`src/rtl/rv_mem_arbiter.sv`:
```
// Round-robin arbiter sharing one rv_mem port, with block locking and read-ID routing.
// Optional protocol error flag: define RV_MEM_ARBITER_ERROR_EN.
module rv_mem_arbiter #(
    parameter int NUM_PORTS  = 2,
    parameter int DATA_WIDTH = 32,
    parameter int ADDR_WIDTH = 10,
    parameter int READ_DEPTH = 4
) (
    input  logic                            clk,
    input  logic                            rst_n,
    input  logic [NUM_PORTS-1:0]            req_valid,
    output logic [NUM_PORTS-1:0]            req_ready,
    input  logic [NUM_PORTS-1:0]            req_block,
    input  logic [NUM_PORTS-1:0]            req_op,
    input  logic [NUM_PORTS*ADDR_WIDTH-1:0] req_addr,
    input  logic [NUM_PORTS*DATA_WIDTH-1:0] req_data,
    output logic                            mem_valid,
    output logic                            mem_block,
    output logic                            mem_op,
    output logic [ADDR_WIDTH-1:0]           mem_addr,
    output logic [DATA_WIDTH-1:0]           mem_data,
    input  logic                            mem_ready,
    input  logic                            rsp_in_valid,
    input  logic [DATA_WIDTH-1:0]           rsp_in_data,
    output logic                            rsp_in_ready,
    output logic [NUM_PORTS-1:0]            rsp_valid,
    output logic [DATA_WIDTH-1:0]           rsp_data,
    input  logic [NUM_PORTS-1:0]            rsp_ready,
    output logic                            err
);

    localparam int IDX_W = (NUM_PORTS > 1) ? $clog2(NUM_PORTS) : 1;
    localparam int CNT_W = $clog2(READ_DEPTH + 1);
    localparam int PTR_W = $clog2(READ_DEPTH);

    typedef enum logic [1:0] {IDLE, HOLD, LOCKED} state_e;

    state_e           state_q, state_d;
    logic [IDX_W-1:0] last_q, last_d;
    logic [IDX_W-1:0] owner_q, owner_d;
    logic [CNT_W-1:0] cnt_q, cnt_d;
    logic [PTR_W-1:0] wr_q, wr_d;
    logic [PTR_W-1:0] rd_q, rd_d;
    logic [IDX_W-1:0] ids_q [READ_DEPTH];
    logic [IDX_W-1:0] ids_d [READ_DEPTH];

    logic [NUM_PORTS-1:0] elig;
    logic [IDX_W-1:0]     grant;
    logic [IDX_W-1:0]     cand;
    logic [IDX_W-1:0]     head;
    logic                 found;
    logic                 gnt_ok;
    logic                 full;
    logic                 empty;
    logic                 hs;
    logic                 push;
    logic                 pop;

    assign full  = (cnt_q == CNT_W'(READ_DEPTH));
    assign empty = (cnt_q == '0);
    assign elig  = req_valid & ~(req_op & {NUM_PORTS{full}});

    always_comb begin
        grant  = owner_q;
        cand   = '0;
        found  = 1'b0;
        gnt_ok = 1'b0;
        case (state_q)
            IDLE: begin
                for (int k = 1; k <= NUM_PORTS; k++) begin
                    cand = IDX_W'((int'(last_q) + k) % NUM_PORTS);
                    if (!found && elig[cand]) begin
                        grant = cand;
                        found = 1'b1;
                    end
                end
                gnt_ok = found;
            end
            // Frozen grant: the request was already presented, FIFO cannot fill meanwhile.
            HOLD:    gnt_ok = req_valid[owner_q];
            LOCKED:  gnt_ok = elig[owner_q];
            default: gnt_ok = 1'b0;
        endcase
    end

    assign mem_valid = rst_n & gnt_ok;
    assign mem_block = req_block[grant];
    assign mem_op    = req_op[grant];
    assign mem_addr  = req_addr[grant*ADDR_WIDTH +: ADDR_WIDTH];
    assign mem_data  = req_data[grant*DATA_WIDTH +: DATA_WIDTH];
    assign hs        = mem_valid & mem_ready;
    assign push      = hs & mem_op;

    always_comb begin
        req_ready = '0;
        if (mem_valid) req_ready[grant] = mem_ready;
    end

    assign head         = ids_q[rd_q];
    assign rsp_data     = rsp_in_data;
    assign rsp_in_ready = rst_n & ~empty & rsp_ready[head];
    assign pop          = rsp_in_valid & rsp_in_ready;

    always_comb begin
        rsp_valid = '0;
        if (rst_n && !empty) rsp_valid[head] = rsp_in_valid;
    end

    always_comb begin
        state_d = state_q;
        owner_d = owner_q;
        last_d  = hs ? grant : last_q;
        case (state_q)
            IDLE: begin
                if (mem_valid && !mem_ready) begin
                    state_d = HOLD;
                    owner_d = grant;
                end else if (hs && mem_block) begin
                    state_d = LOCKED;
                    owner_d = grant;
                end
            end
            HOLD: begin
                if (!req_valid[owner_q]) state_d = IDLE;
                else if (hs) state_d = mem_block ? LOCKED : IDLE;
            end
            LOCKED: begin
                if (hs && !mem_block) state_d = IDLE;
            end
            default: state_d = IDLE;
        endcase
    end

    always_comb begin
        ids_d = ids_q;
        wr_d  = wr_q;
        rd_d  = rd_q;
        cnt_d = cnt_q;
        if (push) begin
            ids_d[wr_q] = grant;
            wr_d        = wr_q + PTR_W'(1);
        end
        if (pop) rd_d = rd_q + PTR_W'(1);
        if (push && !pop) cnt_d = cnt_q + CNT_W'(1);
        else if (pop && !push) cnt_d = cnt_q - CNT_W'(1);
    end

    always_ff @(posedge clk or negedge rst_n) begin
        if (!rst_n) begin
            state_q <= IDLE;
            last_q  <= IDX_W'(NUM_PORTS - 1);
            owner_q <= '0;
            cnt_q   <= '0;
            wr_q    <= '0;
            rd_q    <= '0;
            for (int i = 0; i < READ_DEPTH; i++) ids_q[i] <= '0;
        end else begin
            state_q <= state_d;
            last_q  <= last_d;
            owner_q <= owner_d;
            cnt_q   <= cnt_d;
            wr_q    <= wr_d;
            rd_q    <= rd_d;
            ids_q   <= ids_d;
        end
    end

`ifdef RV_MEM_ARBITER_ERROR_EN
    logic err_q, err_d;

    always_comb begin
        err_d = err_q
              | (rsp_in_valid & empty)
              | ((state_q == HOLD) & ~req_valid[owner_q]);
    end

    always_ff @(posedge clk or negedge rst_n) begin
        if (!rst_n) err_q <= 1'b0;
        else        err_q <= err_d;
    end

    assign err = err_q;
`else
    assign err = 1'b0;
`endif

endmodule

```
`config.mk`:
```
export PLATFORM = sky130hd
export DESIGN_NAME = rv_mem_arbiter
export DESIGN_NICKNAME = d
export VERILOG_FILES = /design/src/rtl/rv_mem_arbiter.sv
export SDC_FILE = /design/constraint.sdc
export NUM_CORES = 1
export LEC_CHECK = 0
export BUFFER_PORTS_ARGS = -buffer_cell sky130_fd_sc_hd__buf_2
export CORE_AREA = 4 4 80 82
export CTS_CLUSTER_SIZE = 30
export DETAILED_ROUTE_END_ITERATION = 10
export DIE_AREA = 0 0 84 86
export PLACE_DENSITY = 0.79
export SYNTH_ARGS = -nofsm -noshare
export SYNTH_HDL_FRONTEND = slang
export SYNTH_SLANG_ARGS = --single-unit
```
`constraint.sdc`:
```
create_clock -name clk -period 5.4 [get_ports clk]
set_clock_uncertainty 0.1 [all_clocks]
set_input_delay 1.35 -clock clk [delete_from_list [all_inputs] [get_ports clk]]
set_output_delay 1.35 -clock clk [all_outputs]
set_load 0.02 [all_outputs]
```
# Word level (Yosys, flattened, before mapping)
# Index checks and enable logic that the tools add are counted.
# Widths: inputs -> output; s select.
[totals] elab_cells=115 out_inout_bits=83 regBits=15 mem_bits_rw=0 memories=0 in_bits=128 rom_bits=0 latchBits=0
[classes] shift=2 n_eq_ne=6 div_mod_pow=0 reduce_logical=22 n_addsub=6 order_cmp=10 muxes=44 bitwise=14 mul=1
[ops] cell="$shiftx 64x7->32" count=1
[ops] cell="$mux 1" count=27
[ops] cell="$shiftx 20x6->10" count=1
[ops] cell="$mux 2" count=8
[ops] cell="$logic_and 1x1->1" count=10
[ops] cell="$lt 1x2->1 const B" count=5
[ops] cell="$and 2x2->2" count=4
[ops] cell="$and 1x1->1" count=6
[ops] cell="$ge 3x3->1 const B" count=2
[ops] cell="$logic_not 1->1" count=6
[ops] cell="$mux 3" count=2
[ops] cell="$ne 3x3->1 const B" count=2
[ops] cell="$not 2->3" count=2
[ops] cell="$pmux 2 s3" count=1
[ops] cell="$add 2x1->2 const B" count=2
[ops] cell="$bwmux 4" count=1
[ops] cell="$mul 1x3->4 const B" count=1
[ops] cell="$reduce_bool 2->1" count=2
[ops] cell="$add 3x1->3 const B" count=1
[ops] cell="$eq 3x3->1 const B" count=1
[ops] cell="$logic_not 3->1" count=1
[ops] cell="$lt 3x1->1 const B" count=1
[ops] cell="$pmux 1 s3" count=1
[ops] cell="$reduce_and 3->1" count=1
[ops] cell="13 further kinds" count=16

# Logic depth before layout (Yosys ltp)
# Gate-level depths: netlist of the first run.
[depth] depth_word=19 ltp_mapped=11 ltp_nobuf=10

# Worst setup path after synthesis of the first run
# No wires, ideal clock.
[synth_timing] path_type="in2out" startpoint="input port req_op[0]" endpoint="output port req_ready[0]" path_buffers=0 arrival_ps=2823 cell_stages=6 slack_ps=1127 cell_sequence="and4bb_1 -> a311o_2 -> o32a_4 -> inv_2 -> nand3_1 -> nor2_1"
[synth_between] elab_cells_between_ends=26 cone_classes="order compare: 2; mux: 16; bitwise: 5; reduce/logical: 3"
[synth_rtl] item="start: declaration" line_no="14" text="input logic [NUM_PORTS-1:0] req_op,"
[synth_rtl] item="$and 2x2->2 *" line_no="61" text="assign elig = req_valid & ~(req_op & {NUM_PORTS{full}});"
[synth_rtl] item="$not 2->2 *" line_no="61"
[synth_rtl] item="$and 2x2->2 *" line_no="61"
[synth_rtl] item="$mux 1 (implied by the code) (2 in series)" line_no="72" text="if (!found && elig[cand]) begin"
[synth_rtl] item="$mux 1" line_no="72"
[synth_rtl] item="$mux 1" line_no="68" text="case (state_q)"
[synth_rtl] item="$logic_not 1->1" line_no="72"
[synth_rtl] item="$logic_and 1x1->1" line_no="72"
[synth_rtl] item="$mux 1" line_no="72"
[synth_rtl] item="$pmux 1 s3 *" line_no="68"
[synth_rtl] item="$and 1x1->1 *" line_no="86" text="assign mem_valid = rst_n & gnt_ok;"
[synth_rtl] item="net mem_valid" line_no="17" text="output logic mem_valid,"
[synth_rtl] item="$mux 2 *" line_no="96" text="if (mem_valid) req_ready[grant] = mem_ready;"
[synth_rtl] item="end: declaration" line_no="12" text="output logic [NUM_PORTS-1:0] req_ready,"
# Mark *: on every way through the listed nets, which the timed path passes. The rest lies on a longest branch. The select of a mux whose other input is x is not followed.

# Final worst setup path of the first run
[layout_timing] startpoint="input port req_op[0]" endpoint="output port mem_addr[9]"
[layout_between] elab_chain_len=13 elab_cells_between_ends=16 cone_classes="mul: 1; shift: 1; mux: 9; bitwise: 3; reduce/logical: 2"
[layout_lines] item="$and 2x2->2 *" line_no="61"
[layout_lines] item="$not 2->2 *" line_no="61"
[layout_lines] item="$and 2x2->2 *" line_no="61"
[layout_lines] item="$mux 1 (implied by the code) (2 in series)" line_no="72"
[layout_lines] item="$mux 1" line_no="72"
[layout_lines] item="$mux 1" line_no="68"
[layout_lines] item="$logic_not 1->1" line_no="72"
[layout_lines] item="$logic_and 1x1->1" line_no="72"
[layout_lines] item="$mux 1 *" line_no="72"
[layout_lines] item="$mux 1 *" line_no="68"
[layout_lines] item="$mul 1x3->4 *" line_no="89" text="assign mem_addr = req_addr[grant*ADDR_WIDTH +: ADDR_WIDTH];"
[layout_lines] item="$shiftx 20x6->10 *" line_no="89"
[layout_lines] item="end: declaration" line_no="20" text="output logic [ADDR_WIDTH-1:0] mem_addr,"
# Every way passes the cells marked *; elsewhere a longest branch is shown, timed or not. The select of a mux whose other input is x is not followed.

==> results of run 1 <==
## where the power goes
part	total [mW]	internal (mW)	switching, mW
Clock	0.0911	0.0522	0.0389
Sequential	0.223	0.163	0.0607
Combinational	0.646	0.278	0.368
Total	0.961	0.494	0.467
## worst max-delay path by stage
stage	start	end	slack (ns)
3_3_place_gp	req_op[0]	mem_data[22]	0.47
2_1_floorplan	req_op[0]	req_ready[0]	1.13
5_1_grt	req_op[0]	mem_data[5]	0.27
3_5_place_dp	req_op[0]	mem_data[22]	0.42
4_1_cts	req_op[0]	mem_data[22]	0.41
6_report	req_op[0]	mem_addr[9]	0.39
## cell usage after synthesis, types with 2 or more instances
cell        n  share of area [%]
mux2i_1     2                1.1
buf_4      33                 14
ha_1        5                3.5
nand2_1    14                2.9
a31oi_1     2               0.69
o21ai_0     6                1.7
o211ai_1    4                1.7
nand4_1     4                1.4
mux2_1     42                 26
dfrtp_1    14                 19
xnor2_1     4                1.9
xor2_1      2               0.97
nand3_1     6                1.7
nor2_1      5                1.0
o21ai_1     3               0.83
buf_2       5                1.4
a21oi_1     2               0.55
inv_2       2               0.42
nand4bb_1   2                1.2
inv_1       6                1.2
## logic make-up (layout without fill, tap and decap cells)
logic type / count (synthesis) / in the layout / synth area share [%]
flops: 15 / 15 / 20.8
compound gates: 27 / 27 / 12.0
other cells: 1 / 1 / 0.208
buf+inv: 49 / 158 / 17.8
mux: 47 / 47 / 30.0
xor+xnor: 6 / 6 / 2.91
simple gates: 39 / 39 / 11.7
fa+ha+maj: 6 / 6 / 4.57
## registers in the layout, summed over array words and instances, names as in the netlist
name / count
ids_q: 4
cnt_q: 3
rd_q: 2
state_q: 2
wr_q: 2
last_q: 1
owner_q: 1
## per-layer routing
metal | global-route usage (%) | part of all wire, % | wire length (microns)
met2 | 25.7 | 51 | 2880
met4 | 4.68 | 1.3 | 71
met1 | 17.4 | 40 | 2260
met5 | 0 | 0 | 0
met3 | 2.31 | 7.4 | 418
## through the flow
| step | total power [mW] | utilization [%] |
|---|---|---|
| 2_1_floorplan | 0.720 | - |
| 3_3_place_gp | 0.854 | 40.8 |
| 3_5_place_dp | 0.871 | 40.8 |
| 4_1_cts | 0.966 | 41.6 |
| 5_1_grt | 1.03 | 41.6 |
| 6_report | 0.961 | 41.6 |
## worst max-delay path, delay by kind of cell
family | cells | cell delay (ns)
buf+inv | 2 | 0.32
mux | 1 | 0.42
simple gates | 2 | 1.13
compound gates | 1 | 0.31
## area by class of cell
class	count	share of cell area [%]
Clock buffer	4	1.89
Inverter	8	1.26
Multi-Input combinational cell	126	46.4
Sequential cell	15	15.8
Tap cell	75	3.93
Timing Repair Buffer	146	30.7
==> metrics.md, run 1 <==
| Metric | Value |
|---|---|
| IO Pins | ~210 |
| Dominant synthesized flop cell | dfrtp_1 |
| Largest net degree at the start of global routing | 55 |
| Slowest CP cell | or2_2 |
| TritonCTS clock tree | done |
| Min Tclk post-route | between 5 and 6 ns |
| Max-cap viol count | 0 |
| Most common cell after layout, fill and taps aside | buf_2 |
| Status | completed |
| CP Launch Type | input pin |
| CTS Root Cell | clkbuf_8 |
| Static leakage power | about 1.2 nW |
| Hold_ws | 0.406 ns |
| Syn. warnings | 0 |
| CP cell instances | buf_2 > nand4bb_1 > a31oi_1 > or2_2 > mux2_1 > buf_2 |
| Antenna Cells | 0 |
| Clk pin slew, worst setup/hold paths | ~0.06 ns |
| Synth Net Count | ~320 |
| Slew @ Worst Pin | 1.21 ns |
| Post-detail-place hpwl | about 4700 microns |
| Required @ worst endpoint | a little under 4 ns |
| Worst R2R End | cnt_q[2] |
| Fin. Hold Viols | 0 |
| Max-slew headroom | about a fifth |
| Hold Path Origin | last_q |
| Max Slew Vio Count | 0 |
| Maximum VDD drop | about 170 uV |
| Routed WL per cell | around 15 microns |
| Placed cells | 370 |
| Worst setup margin | between 0.3 and 0.4 ns |
| Initial core utilization | 31.4% |
| Post-synthesis sequential area ratio | roughly a fifth |
| Synth Cell Area | 1810 sq um |
| Die footprint | 7220 sq um |
| Via count | between 1500 and 2000 |
| Fin crit share | 92.8% |
| Reg2reg start | cnt_q[0] |
| First-pass GRT wire length | 8650 microns |
| Via density | approximately 5 |
| Post-CTS Setup Bufs | 0 |
| GPL Wtd Cong | between 0.7 and 0.8 |
| Cells after Synth | 190 |
| IO buf count | approximately 150 |
| Worst Setup End Kind | output port |
| Dpl ws | between 0.4 and 0.5 ns |
| CP peak stage delay | roughly 0.98 ns |
| Cell mode on critical path | buf_2 |
| Max clock buf depth | 2 |
| Fraction of registers with async set/reset | 100% |
| Total grt overflow | 0 |
| Site Rows | 28 |
| CP max FO | 54 |
| Reg2reg setup slack | roughly 2.3 ns |
| Total track usage | roughly 14% |
| FMAX | around 0.2 GHz |
| CORE AREA | 5750 sq um |
| Final instance area | approximately 2400 sq um |
| Final cell count without fillers | roughly 370 |
| Hold_buf cts | 0 |
| Area post-placement | 2340 sq um |
| Clk Latency, worst-skew pair | between 0.2 and 0.25 ns |
| Sequential Area | approximately 380 sq um |
| Post-CTS sizing | 0 |
| DRC viols | 0 |
| 1st-pass router iterations | 4 |
| Fillers | around 600 |
| Hold Path Sink | last_q |
| Power per standard cell area | 403 nW/um^2 |
| Min-delay worst type | reg2reg |
| Number of distinct library cells after synthesis | 47 |
| Fin Setup TNS | 0 ns |
| Arrival time worst endpoint | roughly 3.6 ns |
| Post-DRT Antenna Nets | 0 |
| H-tree depth | 1 |
| Multi-input gate area | 1110 sq um |
| Number of synthesized flops with an enable pin | 0 |
| Hold depth | 2 |
| Clock tree sinks | 15 |
| Synthesis-stage register bit count | 15 |
| Num CTS Buffers | 3 |
| Crit Path Class | in2out |
| Nets | ~430 |
| Die height | roughly 86 microns |
| Area grow syn2layout | 32.1% |
| Die Wd | between 80 and 90 microns |
| # setup viols final | 0 |
| Worst r2r path cells | 10 |
| Syn avg cell area | between 9 and 10 sq um |
| Commonest non-fill, non-tap cells in the layout | buf_2, mux2_1, nand2_1, dfrtp_1 |
| Vias in the first global route | 1857 |
| DRT iter0 DRCs | approximately 190 |
| Ratio of cells with drive above 1 in the final layout | a little over half |
| Unrepaired setup endpoints after global routing | no |
| Initial antenna violation count | 0 |
| Drt total wl | around 5600 microns |
Power figures use the tool's default switching activity.
==> run 2: changes to the inputs <==
--- a/config.mk
+++ b/config.mk
@@ -6,11 +6,11 @@
 export NUM_CORES = 1
 export LEC_CHECK = 0
 export BUFFER_PORTS_ARGS = -buffer_cell sky130_fd_sc_hd__buf_2
-export CORE_AREA = 4 4 80 82
+export CORE_AREA = 2 2 82 84
 export CTS_CLUSTER_SIZE = 30
 export DETAILED_ROUTE_END_ITERATION = 10
 export DIE_AREA = 0 0 84 86
-export PLACE_DENSITY = 0.79
+export PLACE_DENSITY = 0.73
 export SYNTH_ARGS = -nofsm -noshare
 export SYNTH_HDL_FRONTEND = slang
 export SYNTH_SLANG_ARGS = --single-unit
==> metrics.md, run 2 (same netlist as run 1, synthesis figures left out) <==
| Metric | Value |
|---|---|
| Placed cells | 373 (+0.81%) |
| GPL Wtd Cong | 0.852 (+6.9%) |
| CTS Root Cell | clkbuf_8 |
| Post-CTS Setup Bufs | 0 (unchanged) |
| Area grow syn2layout | 32.7% |
| Initial core utilization | 28.8% (-2.7 points) |
| Most common cell after layout, fill and taps aside | buf_2 |
| Total track usage | 15.1% (+0.79 points) |
| Clk pin slew, worst setup/hold paths | 0.06 ns (about the same) |
| Total grt overflow | 0 (unchanged) |
| Static leakage power | 1.20 nW (+0.43%) |
| Initial antenna violation count | 0 (unchanged) |
| Largest net degree at the start of global routing | 31 (-44%) |
| Required @ worst endpoint | 3.95 ns (about the same) |
| Unrepaired setup endpoints after global routing | no |
| Largest registers | ids_q x4, cnt_q x3 |
| TritonCTS clock tree | done |
| First-pass GRT wire length | 8820 microns (+1.9%) |
| Max Slew Vio Count | 0 (unchanged) |
| Min-delay worst type | reg2reg |
| Area post-placement | 2350 sq um (+0.43%) |
| Final cell count without fillers | 377 (+0.80%) |
| # setup viols final | 0 (unchanged) |
| Post-CTS sizing | 0 (unchanged) |
| Slew @ Worst Pin | 0.654 ns (-0.554 ns) |
| Hold depth | 1 (-1) |
| Vias in the first global route | 1768 (-4.8%) |
| Ratio of cells with drive above 1 in the final layout | 54.0% (+0.15 points) |
| Status | completed |
| Clk Latency, worst-skew pair | 0.25 ns (about the same) |
| DRC viols | 0 (unchanged) |
| DRT iter0 DRCs | 125 (-35%) |
| Final instance area | 2400 sq um (+0.42%) |
| 1st-pass router iterations | 4 (unchanged) |
| Via density | 4.74 (-4.1%) |
| Crit Path Class | in2out |
| Die Wd | 84 microns (unchanged) |
| Clock tree sinks | 15 (unchanged) |
| IO Pins | 211 (unchanged) |
| Via count | 1788 (-3.3%) |
| Max-cap viol count | 0 (unchanged) |
| CORE AREA | 6280 sq um (+9.3%) |
| Worst r2r path cells | 10 (unchanged) |
| CP max FO | 30 (-44%) |
| Max-slew headroom | 56.4% (+37 points) |
| Routed WL per cell | 15.1 microns (+0.42%) |
| Nets | 435 (+0.23%) |
| Power per standard cell area | 402 nW/um^2 (-0.10%) |
| Fin. Hold Viols | 0 (unchanged) |
| Fin crit share | 92.8% (about the same) |
| IO buf count | 145 (unchanged) |
| Worst setup margin | 0.388 ns (+0.000642 ns) |
| Num CTS Buffers | 3 (unchanged) |
| Worst Setup End Kind | output port |
| Final Core Density | 38.2% (-3.4 points) |
| Post-DRT Antenna Nets | 0 (unchanged) |
| Overall power | 964 uW (+0.31%) |
| Antenna Cells | 0 (unchanged) |
| Flip-flop count of the largest register after layout | 4 (unchanged) |
| Post-detail-place hpwl | 4780 microns (+2.3%) |
| Fin Setup TNS | 0 ns (unchanged) |
| Sequential Area | 377 sq um (unchanged) |
| Hold_buf cts | 0 (unchanged) |
| Arrival time worst endpoint | 3.56 ns (about the same) |
| Multi-input gate area | 1110 sq um (unchanged) |
| FMAX | 0.200 GHz (about the same) |
| Die height | 86 microns (unchanged) |
| CP Launch Type | input pin |
| Fillers | 627 (+4.8%) |
| Min Tclk post-route | 5.01 ns (-0.000642 ns) |
| Drt total wl | 5700 microns (+1.2%) |
| Maximum VDD drop | 176 uV (+3.8%) |
| Commonest non-fill, non-tap cells in the layout | buf_2, mux2_1, nand2_1, dfrtp_1 |
| Top reg by flops | ids_q |
| Hold_ws | 0.390 ns (-0.0157 ns) |
| Dpl ws | 0.389 ns (-0.0310 ns) |
| Max clock buf depth | 2 (unchanged) |
| H-tree depth | 1 (unchanged) |
| Site Rows | 29 (+3.6%) |
| Die footprint | 7220 sq um (unchanged) |
## run 2: cell count changes in the layout (fill, tap and decap cells not counted), sizes merged
cell | before | now
buf | 146 | 147
## run 2: path summary, 6_finish.rpt
path | start | endpoint | slack, ns
worst min register to register | rd_q[1] | rd_q[1] | 0.39
min in group asynchronous | rst_n | cnt_q[1] | 0.96
max in group asynchronous | rst_n | last_q | 3.98
worst max-delay path | req_op[0] | mem_data[20] | 0.39
worst max register to register | cnt_q[0] | cnt_q[2] | 2.33
worst min-delay path | rd_q[1] | rd_q[1] | 0.39
## run 2: report_power, final
| part | switching [mW] | total, mW | leakage (nW) | internal, mW |
|---|---|---|---|---|
| clock network | 0.0411 | 0.0935 | 0.0228 | 0.0524 |
| logic | 0.365 | 0.645 | 1.01 | 0.280 |
| registers | 0.0623 | 0.225 | 0.169 | 0.163 |
| total | 0.469 | 0.964 | 1.20 | 0.495 |
## run 2: critical path: stages
cell and delay, ns:
buf_2 0.14, nand4bb_1 0.14, a31oi_1 0.34, or2_2 0.61, buf_4 0.44, mux2_1 0.36
buf_2 0.16
## run 2: area by class of cell
class                   instances  area share, %
repair buffers                147           30.9
clock buffers                   4           1.88
flip-flops and latches         15           15.7
inverters                       8           1.25
well taps                      77           4.02
multi-input cells             126           46.2
## run 2: layer usage
layer	part of all wire (%)	track usage (%)	vias up
met3	12	5.87	17
met5	0	0	-
li1	-	-	863
met1	39	17.4	825
met2	46	25.2	83
met4	2.4	6.01	0
==> run 3: changes to the inputs <==
==> config.mk (replaced) <==
export PLATFORM = sky130hd
export DESIGN_NAME = rv_mem_arbiter
export DESIGN_NICKNAME = d
export VERILOG_FILES = /design/src/rtl/rv_mem_arbiter.sv
export SDC_FILE = /design/constraint.sdc
export NUM_CORES = 1
export LEC_CHECK = 0
export ABC_AREA = 1
export BUFFER_PORTS_ARGS = -buffer_cell sky130_fd_sc_hd__buf_2
export CORE_AREA = 2 2 81 83
export CTS_CLUSTER_SIZE = 30
export DETAILED_ROUTE_END_ITERATION = 10
export DIE_AREA = 0 0 83 85
export PLACE_DENSITY = 0.74
export SKIP_CTS_REPAIR_TIMING = 1
export SYNTH_ARGS = -nofsm -noshare
export SYNTH_HDL_FRONTEND = slang
export SYNTH_SLANG_ARGS = --single-unit
==> metrics.md, run 3 <==
| Metric | Value |
|---|---|
| Most frequent cell after synthesis | nand2_1 |
| CP Launch Type | input pin |
| Min Tclk post-route | 4.25 ns (-0.759 ns) |
| Final cell count without fillers | 483 (+28%) |
| Post-detail-place hpwl | 4060 microns (-15%) |
| Crit Path Class | in2out |
| Largest registers | ids_q x4, cnt_q x3 |
| Synth top area share | 36.0% (+9.9 points) |
| TritonCTS clock tree | done |
| Site Rows | 29 (unchanged) |
| 1st-pass router iterations | 4 (unchanged) |
| Synth area leaders | nand2_1, dfrtp_1, buf_4 |
| Syn. warnings | 0 (unchanged) |
| Max-slew headroom | 54.3% (-2.1 points) |
| Vias in the first global route | 1857 (+5.0%) |
| Placed cells | 479 (+28%) |
| Post-synthesis sequential area ratio | 21.3% (+0.43 points) |
| Most common cell after layout, fill and taps aside | nand2_1 |
| Clk pin slew, worst setup/hold paths | 0.06 ns (about the same) |
| Cells after Synth | 298 (+57%) |
| Num CTS Buffers | 3 (unchanged) |
| Fin crit share | 78.8% (-14 points) |
| Syn avg cell area | 5.94 sq um (-38%) |
| Critical path origin | req_op[1] |
| Power per standard cell area | 608 nW/um^2 (+51%) |
| Dominant synthesized flop cell | dfrtp_1 |
| Hold Path Origin | ids_q[1] |
| Required @ worst endpoint | 3.95 ns (about the same) |
| # setup viols final | 0 (unchanged) |
| Top reg by flops | ids_q |
| Met1 usage | 16.6% (-0.86 points) |
| Flip-flop count of the largest register after layout | 4 (unchanged) |
| Nets | 541 (+24%) |
| IO buf count | 145 (unchanged) |
| Die Wd | 83 microns (-1.2%) |
| First-pass GRT wire length | 8230 microns (-6.7%) |
| Max clock buf depth | 2 (unchanged) |
| IO Pins | 211 (unchanged) |
| Sequential Area | 377 sq um (unchanged) |
| Total track usage | 13.6% (-1.4 points) |
| CP max FO | 50 (+67%) |
| Worst setup margin | 1.15 ns (+0.759 ns) |
| Fin. Hold Viols | 0 (unchanged) |
| Fillers | 673 (+7.3%) |
| Commonest non-fill, non-tap cells in the layout | nand2_1, buf_2, dfrtp_1, nand3_1, inv_1 |
| Met3 Use GR | 4.67% (-1.2 points) |
| Post-DRT Antenna Nets | 0 (unchanged) |
| Hold_ws | 0.392 ns (+0.00109 ns) |
| Synth Cell Area | 1770 sq um (-2.0%) |
| DRT iter0 DRCs | 49 (-61%) |
| Antenna Cells | 0 (unchanged) |
| DRC viols | 0 (unchanged) |
| FMAX | 0.235 GHz (+18%) |
| CORE AREA | 6200 sq um (-1.2%) |
| Via density | 4.33 (-8.7%) |
| GRT busiest layer | met2 |
| Synthesis-stage register bit count | 15 (unchanged) |
| Multi-input gate area | 1040 sq um (-6.3%) |
| Dpl ws | 1.11 ns (+0.726 ns) |
| Area grow syn2layout | 32.3% |
| Clock tree sinks | 15 (unchanged) |
| Arrival time worst endpoint | 2.80 ns (-0.76 ns) |
| Synth Net Count | 432 (+33%) |
| CTS Root Cell | clkbuf_8 |
| Number of synthesized flops with an enable pin | 0 (unchanged) |
| Number of distinct library cells after synthesis | 28 (-40%) |
| Max-cap viol count | 0 (unchanged) |
| Post-synth top area cell | nand2_1 |
| GR Util met2 | 23.6% (-1.6 points) |
| Unrepaired setup endpoints after global routing | no |
| Fin Setup TNS | 0 ns (unchanged) |
| Via count | 2091 (+17%) |
| Largest net degree at the start of global routing | 51 (+65%) |
| Die footprint | 7060 sq um (-2.3%) |
| Final Core Density | 37.7% (-0.44 points) |
| Clk Latency, worst-skew pair | 0.25 ns (about the same) |
| Max Slew Vio Count | 0 (unchanged) |
| Static leakage power | 1.51 nW (+25%) |
| Status | completed |
| Initial antenna violation count | 0 (unchanged) |
| Die height | 85 microns (-1.2%) |
| Ratio of cells with drive above 1 in the final layout | 39.4% (-15 points) |
| GPL Wtd Cong | 0.860 (+0.94%) |
| Worst Setup End Kind | output port |
| Total grt overflow | 0 (unchanged) |
| H-tree depth | 1 (unchanged) |
| Maximum VDD drop | 263 uV (+49%) |
| Min-delay worst type | reg2reg |
| Reg2reg start | cnt_q[1] |
| Fraction of registers with async set/reset | 100% (unchanged) |
| Top cells by count, synth | nand2_1, buf_4, dfrtp_1 |
| Initial core utilization | 28.5% (-0.25 points) |
| Slew @ Worst Pin | 0.684 ns (+0.0300 ns) |
| Drt total wl | 5070 microns (-11%) |
| Routed WL per cell | 10.5 microns (-31%) |
[run 3: cell count changes after synthesis, sizes merged, moves of 3 or more]
cell | previous run | this run
nand2 | 14 | 172
mux2 | 44 | 1
nand3 | 6 | 14
inv | 8 | 14
nor2 | 5 | 11
o211ai | 4 | 0
a21oi | 2 | 5
nand4 | 4 | 1
xnor2 | 4 | 1
[run 3: through the flow]
step,area [sq um],power (mW)
finish,2340,1.42
global route,2340,1.58
global placement,2300,1.33
floorplan,1770,1.07
detailed placement,2300,1.35
CTS,2340,1.45
[run 3: kinds of logic after synthesis]
| family | Yosys count | synth area share, % |
|---|---|---|
| AOI/OAI and AO/OA | 14 | 4.31 |
| buffers and inverters | 56 | 20.1 |
| xor gates and xnor gates | 5 | 2.47 |
| adders and majority gates | 6 | 4.66 |
| other | 1 | 0.212 |
| muxes | 1 | 0.636 |
| and+or+nand+nor | 200 | 46.4 |
| DFF | 15 | 21.3 |
[run 3: layer usage]
layer / up-vias / wire [microns]
met5: - / 0
met1: 887 / 2110
met4: 0 / 36
met2: 107 / 2450
met3: 8 / 471
li1: 1089 / -
[run 3: layout make-up]
class,instances,area share (%)
clock buffers,4,1.92
inverters,14,2.24
flip-flops and latches,15,16.1
multi-input cells,227,44.3
well taps,77,4.11
repair buffers,146,31.3
[run 3: report_power, final]
group | internal (mW) | switching, mW | total, mW | leakage [nW]
Clock | 0.0523 | 0.0401 | 0.0924 | 0.0228
Combinational | 0.357 | 0.759 | 1.12 | 1.30
Sequential | 0.169 | 0.0474 | 0.217 | 0.183
[run 3: worst paths after layout]
check | end | slack, ns | cells past startpoint
setup / recovery | mem_op | 1.15 | 10
hold / removal | ids_q[1] | 0.39 | 2
setup reg to reg | cnt_q[1] | 2.40 | 13
hold reg to reg | ids_q[1] | 0.39 | 2
max in group asynchronous | last_q | 3.91 | 1
min in group asynchronous | wr_q[1] | 0.95 | 1
[run 3: worst max-delay path: stages]
cell     delay [ns]
buf_2          0.10
nand3_1        0.12
nand3_1        0.11
nand3_1        0.13
nand2_2        0.09
buf_4          0.42
nand2_1        0.12
o21ai_2        0.15
inv_1          0.06
buf_2          0.16
